--- src/rtl/clk_div_ce_multi.sv ---
// clk_div_ce_multi: multi-channel, runtime-programmable periodic clock-enable
// generator. Each channel emits a one-cycle ce pulse every (div+1) clocks and
// a square wave that toggles on every ce. Divide values are double-buffered
// (shadow -> active at update points) and a shared sync strobe phase-aligns
// all enabled channels.
//
// Handshake: there is no valid/ready flow control. div_wr_i[k] is a
// single-cycle strobe that is always accepted on the edge where it is high;
// pend_o[k] reports that an accepted value is waiting for the next update point.
module clk_div_ce_multi #(
    parameter int                     NCH         = 4,
    parameter int                     DIV_BITS    = 16,
    parameter logic [DIV_BITS-1:0]    DIV_DEFAULT = DIV_BITS'(31)
) (
    input  logic                      clk,
    input  logic                      rst,
    input  logic [NCH*DIV_BITS-1:0]   div_i,
    input  logic [NCH-1:0]            div_wr_i,
    input  logic [NCH-1:0]            en_i,
    input  logic                      sync_i,
    output logic [NCH-1:0]            ce_o,
    output logic [NCH-1:0]            tog_o,
    output logic [NCH-1:0]            pend_o
);

    for (genvar k = 0; k < NCH; k++) begin : g_ch
        // Channel run state: IDLE while disabled, RUN once an enabled edge
        // has been seen. START is the single transitional edge IDLE->RUN.
        typedef enum logic [1:0] {
            MODE_IDLE  = 2'd0,
            MODE_START = 2'd1,
            MODE_RUN   = 2'd2
        } mode_t;

        logic                r_run;
        logic                w_run_nx;
        mode_t               w_mode;

        logic [DIV_BITS-1:0] r_cnt;
        logic [DIV_BITS-1:0] r_active;
        logic [DIV_BITS-1:0] r_shadow;
        logic                r_pend;
        logic                r_ce;
        logic                r_tog;

        logic [DIV_BITS-1:0] w_slice;
        logic [DIV_BITS-1:0] w_next_div;
        logic [DIV_BITS-1:0] w_cnt_nx;
        logic [DIV_BITS-1:0] w_active_nx;
        logic [DIV_BITS-1:0] w_shadow_nx;
        logic                w_pend_nx;
        logic                w_ce_nx;
        logic                w_tog_nx;
        logic                w_update;

        assign w_slice = div_i[k*DIV_BITS +: DIV_BITS];

        // State register: remembers whether the channel was enabled last edge.
        always_ff @(posedge clk or posedge rst) begin
            if (rst) begin
                r_run <= 1'b0;
            end else begin
                r_run <= w_run_nx;
            end
        end

        // Next-state: the channel is running on the next edge iff enabled now.
        always_comb begin
            w_run_nx = en_i[k];
        end

        // Mode decode: IDLE when disabled, START on the first enabled edge.
        always_comb begin
            w_mode = MODE_RUN;
            if (!en_i[k]) begin
                w_mode = MODE_IDLE;
            end else if (!r_run) begin
                w_mode = MODE_START;
            end
        end

        // Datapath next values: reload/decrement, pulse, toggle, divide update.
        always_comb begin
            // A same-edge write bypasses the shadow so it can reload immediately.
            w_next_div  = div_wr_i[k] ? w_slice : (r_pend ? r_shadow : r_active);
            w_cnt_nx    = r_cnt;
            w_active_nx = r_active;
            w_shadow_nx = div_wr_i[k] ? w_slice : r_shadow;
            w_pend_nx   = r_pend | div_wr_i[k];
            w_ce_nx     = 1'b0;
            w_tog_nx    = r_tog;
            w_update    = 1'b0;
            case (w_mode)
                MODE_IDLE: begin
                    w_cnt_nx = w_next_div;
                    w_update = 1'b1;
                end
                MODE_START: begin
                    w_cnt_nx = w_next_div;
                    w_tog_nx = 1'b0;
                    w_update = 1'b1;
                end
                default: begin
                    // Sync outranks terminal count on the same edge.
                    if (sync_i) begin
                        w_cnt_nx = w_next_div;
                        w_tog_nx = 1'b0;
                        w_update = 1'b1;
                    end else if (r_cnt == '0) begin
                        w_cnt_nx = w_next_div;
                        w_ce_nx  = 1'b1;
                        w_tog_nx = ~r_tog;
                        w_update = 1'b1;
                    end else begin
                        w_cnt_nx = r_cnt - DIV_BITS'(1);
                    end
                end
            endcase
            // Update point: the pending divide becomes active and pend clears,
            // which also absorbs a write landing on the same edge.
            if (w_update) begin
                w_active_nx = w_next_div;
                w_pend_nx   = 1'b0;
            end
        end

        // Datapath registers.
        always_ff @(posedge clk or posedge rst) begin
            if (rst) begin
                r_cnt    <= DIV_DEFAULT;
                r_active <= DIV_DEFAULT;
                r_shadow <= DIV_DEFAULT;
                r_pend   <= 1'b0;
                r_ce     <= 1'b0;
                r_tog    <= 1'b0;
            end else begin
                r_cnt    <= w_cnt_nx;
                r_active <= w_active_nx;
                r_shadow <= w_shadow_nx;
                r_pend   <= w_pend_nx;
                r_ce     <= w_ce_nx;
                r_tog    <= w_tog_nx;
            end
        end

        assign ce_o[k]   = r_ce;
        assign tog_o[k]  = r_tog;
        assign pend_o[k] = r_pend;
    end

endmodule

--- config.mk ---
export PLATFORM = sky130hd
export DESIGN_NAME = clk_div_ce_multi
export DESIGN_NICKNAME = d
export VERILOG_FILES = /design/src/rtl/clk_div_ce_multi.sv
export SDC_FILE = /design/constraint.sdc
export NUM_CORES = 1
export LEC_CHECK = 0
export ABC_CLOCK_PERIOD_IN_PS = 10800
export BUFFER_PORTS_ARGS = -buffer_cell sky130_fd_sc_hd__buf_2
export CORE_MARGIN = 3
export CORE_UTILIZATION = 64
export DETAILED_ROUTE_END_ITERATION = 7
export PLACE_DENSITY = 0.85
export REMOVE_ABC_BUFFERS = 1
export SLEW_MARGIN = 5
export SYNTH_ARGS = -nofsm -noshare
export SYNTH_HDL_FRONTEND = slang
export SYNTH_SLANG_ARGS = --single-unit
--- constraint.sdc ---
create_clock -name clk -period 10.8 [get_ports clk]
set_input_delay 1.08 -clock clk [delete_from_list [all_inputs] [get_ports clk]]
set_output_delay 1.08 -clock clk [all_outputs]
set_load 0.01 [all_outputs]
==> results_dict.tcl <==
set metrics [dict create \
    synth.area.mux_share 0.0712 \
    core_region_area_um2 14800 \
    timing.critical_path.slowest_cell_delay_ns 1.01 \
    power_leakage_nw 4.86 \
    drive_above_1_share 0.172 \
    combinational_family_with_the_most_area_after_synthesis "simple AND/OR/NAND/NOR gates" \
    path_cells "buf_2" \
    seqPwrFrac 0.510 \
    startpoint_types "flip-flop" \
    tritoncts_num_sinks 208 \
    synth_compound_gate_area_share 0.112 \
    yosys.area_share.simple 0.166 \
    vdd_ir_drop_max_uv 115 \
    fp.dieArea_um2 16900 \
    grt_pass1_vias 6803 \
    num_vias 7133 \
    power-per-cell-area_nw_per_um2 170 \
    htree_levels 1 \
    initial_antenna_violation_count 1 \
    post_drt_wl_per_cell_um 14.1 \
    die_width_um 130 \
    fin_cells 1304 \
    start_util 0.665 \
    timing.critical_path.required_ns 9.72 \
    routabilityCongestion 0.799 \
    postSynthAreaPerCell_um2 9.36 \
    grt.overflow.total 0 \
    synthMostInstantiatedCell "nand2_1" \
    unrepaired_setup_endpoints_after_global_routing "false" \
    pin_count_of_the_biggest_net_entering_global_routing 127 \
    tns_ns 0 \
    netlist.top_cell.by_area "dfrtp_1" \
    firstDrtPassIters 5 \
    final_ant_viol_nets 0 \
    holdCritPathClass "flip-flop to flip-flop" \
    synth_xor_area_frac 0.0463 \
    viasPerCell 5.47 \
    hold_violations 0 \
    power.internal_mw 1.37 \
    yosysUniqueCellTypes 42 \
    cts-buffers-inserted 21 \
    crit_path_top_delay_cell "dfrtp_1" \
    insertedDiodeCount 0 \
    synth.ff_latch_count 208 \
    number_of_slew_limit_violations_in_the_final_report 0 \
    die_y_um 130 \
    synth_top_cells_by_count "nand2_1 (257), o21ai_0 (181), dfrtp_1 (148)" \
    endpoint_kind "output pin" \
    comb_power_share 0.124 \
    p_sw_uw 480 \
    critPathArrivalTime_ns 1.77 \
    final-setup-viol-count 0 \
    worst_slew_pin_slew_ns 1.07 \
    grt_usage 0.224 \
    max_freq_ghz 0.351 \
    clock_power_share 0.366 \
    power.share.switching 0.259 \
    cts_tree "built" \
    detailedRoute.firstIterationViolations 459 \
    place.detailed.hpwl_um 11800 \
    post-place-cells 1267 \
    syn_inst 1052 \
    fin_crit_ns 2.85 \
    async_reset_ff_frac 1.00 \
    io-pin-count 87 \
    clk_latency_ns 0.49 \
    timing_worst_setup_path_type "flip-flop to output pin" \
    critical_path.n_buffers_inverters 1 \
    clock_tree.root_cell "clkbuf_16" \
    std_cell_rows 44 \
    num-nets-final 1189 \
    post-cts-setup-buffer-count 0 \
    yosys_most_used_dff "dfrtp_1" \
    post_cts_hold_buffer_count 0 \
    grt_pass1_wl_um 31500 \
    netlist_top_cells_area "dfrtp_1 (38%), dfstp_2 (16%), nand2_1 (9.8%)" \
    finalClockSkew_ns 0.0165 \
    path_max_fanout 18 \
    cpLargestDelayFamily "flip-flops" \
    post_synth_instance_area_um2 9840 \
    number_of_synthesized_flops_with_an_enable_pin 0 \
    post-route-drc-count 0 \
    reg_clk_slew_reported_paths_ns 0.06 \
    post_synthesis_share_of_cell_area_spent_on_full_adders_half_adders_and_majority_gates 0.0102 \
    portBuffers 86 \
    clk_path_buf_depth 3 \
    outcome "completed" \
    synth_seq_area_share 0.536 \
    ctsResizeCount 0 \
    yosysTopAreaCellShare 0.376 \
    areaGrowthSynthToFinish_pct 10.9 \
    worst_hold_margin_ns 0.457 \
    max_cap_viol_count 0 \
    rel_slew_slack 0.286 \
    layout_worst_path_cycle_share 0.264 \
    final_wl_um 18400 \
    synth_warnings 0 \
]
[worst paths after layout]
kind                                                 start                                to  slack (ns)  cells past startpoint
max reg2reg                     g_ch[1].r_cnt[0]$_DFF_PP1_       g_ch[1].r_cnt[15]$_DFF_PP0_        8.18                      7
min in group asynchronous                              rst  g_ch[0].r_shadow[14]$_DFFE_PP0P_        0.77                      2
max in group asynchronous                              rst   g_ch[3].r_shadow[8]$_DFFE_PP0P_        8.46                      3
min reg2reg                g_ch[3].r_active[4]$_DFFE_PP1N_   g_ch[3].r_active[4]$_DFFE_PP1N_        0.46                      2
min                        g_ch[3].r_active[4]$_DFFE_PP1N_   g_ch[3].r_active[4]$_DFFE_PP1N_        0.46                      2
max                               g_ch[1].r_pend$_DFF_PP0_                         pend_o[1]        7.95                      1
[metrics by stage]
stage	instance area, µm²	utilization	setup WS [ns]	power (mW)
4_1_cts	10900	0.737	7.92	1.87
3_5_place_dp	10300	0.694	7.87	1.18
2_1_floorplan	9560	-	4.14	1.11
6_report	10900	0.737	7.95	1.85
3_3_place_gp	10300	0.694	7.89	1.17
5_1_grt	10900	0.737	7.86	1.95
[power groups by stage]
| stage | logic [mW] | clock network (mW) | registers (mW) |
|---|---|---|---|
| 4_1_cts | 0.231 | 0.690 | 0.945 |
| 3_5_place_dp | 0.228 | 0 | 0.956 |
| 5_1_grt | 0.266 | 0.726 | 0.956 |
| 3_3_place_gp | 0.218 | 0 | 0.953 |
| 6_report | 0.229 | 0.678 | 0.945 |
| 2_1_floorplan | 0.165 | 0 | 0.943 |
[layout make-up]
cell class / count / area, µm²
Clock buffer: 34 / 624
Clock inverter: 3 / 15.0
Fill cell: 1077 / 3890
Inverter: 76 / 293
Multi-Input combinational cell: 708 / 4010
Sequential cell: 208 / 5280
Tap cell: 184 / 230
Timing Repair Buffer: 91 / 468
[state kept, by name, indices dropped and copies added (netlist names)]
register,count
g_ch.r_tog,4
g_ch.r_run,4
g_ch.r_shadow,64
g_ch.r_cnt,64
g_ch.r_pend,4
g_ch.r_active,64
g_ch.r_ce,4
[layer usage]
metal  vias to the layer above  part of all wire  GRT usage
met4                         2             0.024     0.0642
met1                      3386              0.46      0.310
li1                       3578                 -          -
met5                         -           0.00038          0
met2                       126              0.47      0.367
met3                        41             0.041     0.0401
[cell families after synthesis]
| group | count (synthesis) |
|---|---|
| AOI/OAI and AO/OA | 207 |
| xor gates and xnor gates | 52 |
| adders and majority gates | 8 |
| buffers and inverters | 136 |
| DFF | 208 |
| muxes | 70 |
| and+or+nand+nor | 371 |
[layout by cell type (no fill, tap or decap), types with 8 or more instances in the layout]
cell type	count
inv_1	75
nor4_1	12
clkbuf_1	8
o21a_1	12
nand2_1	257
ha_1	8
mux2i_1	70
dfrtp_1	148
dfstp_2	60
nor2_1	33
nor3_1	14
xnor2_1	34
buf_2	86
o21ai_0	181
xor2_1	18
clkbuf_16	21
nand3_1	16
No activity file was read; power rests on OpenSTA's default activity.
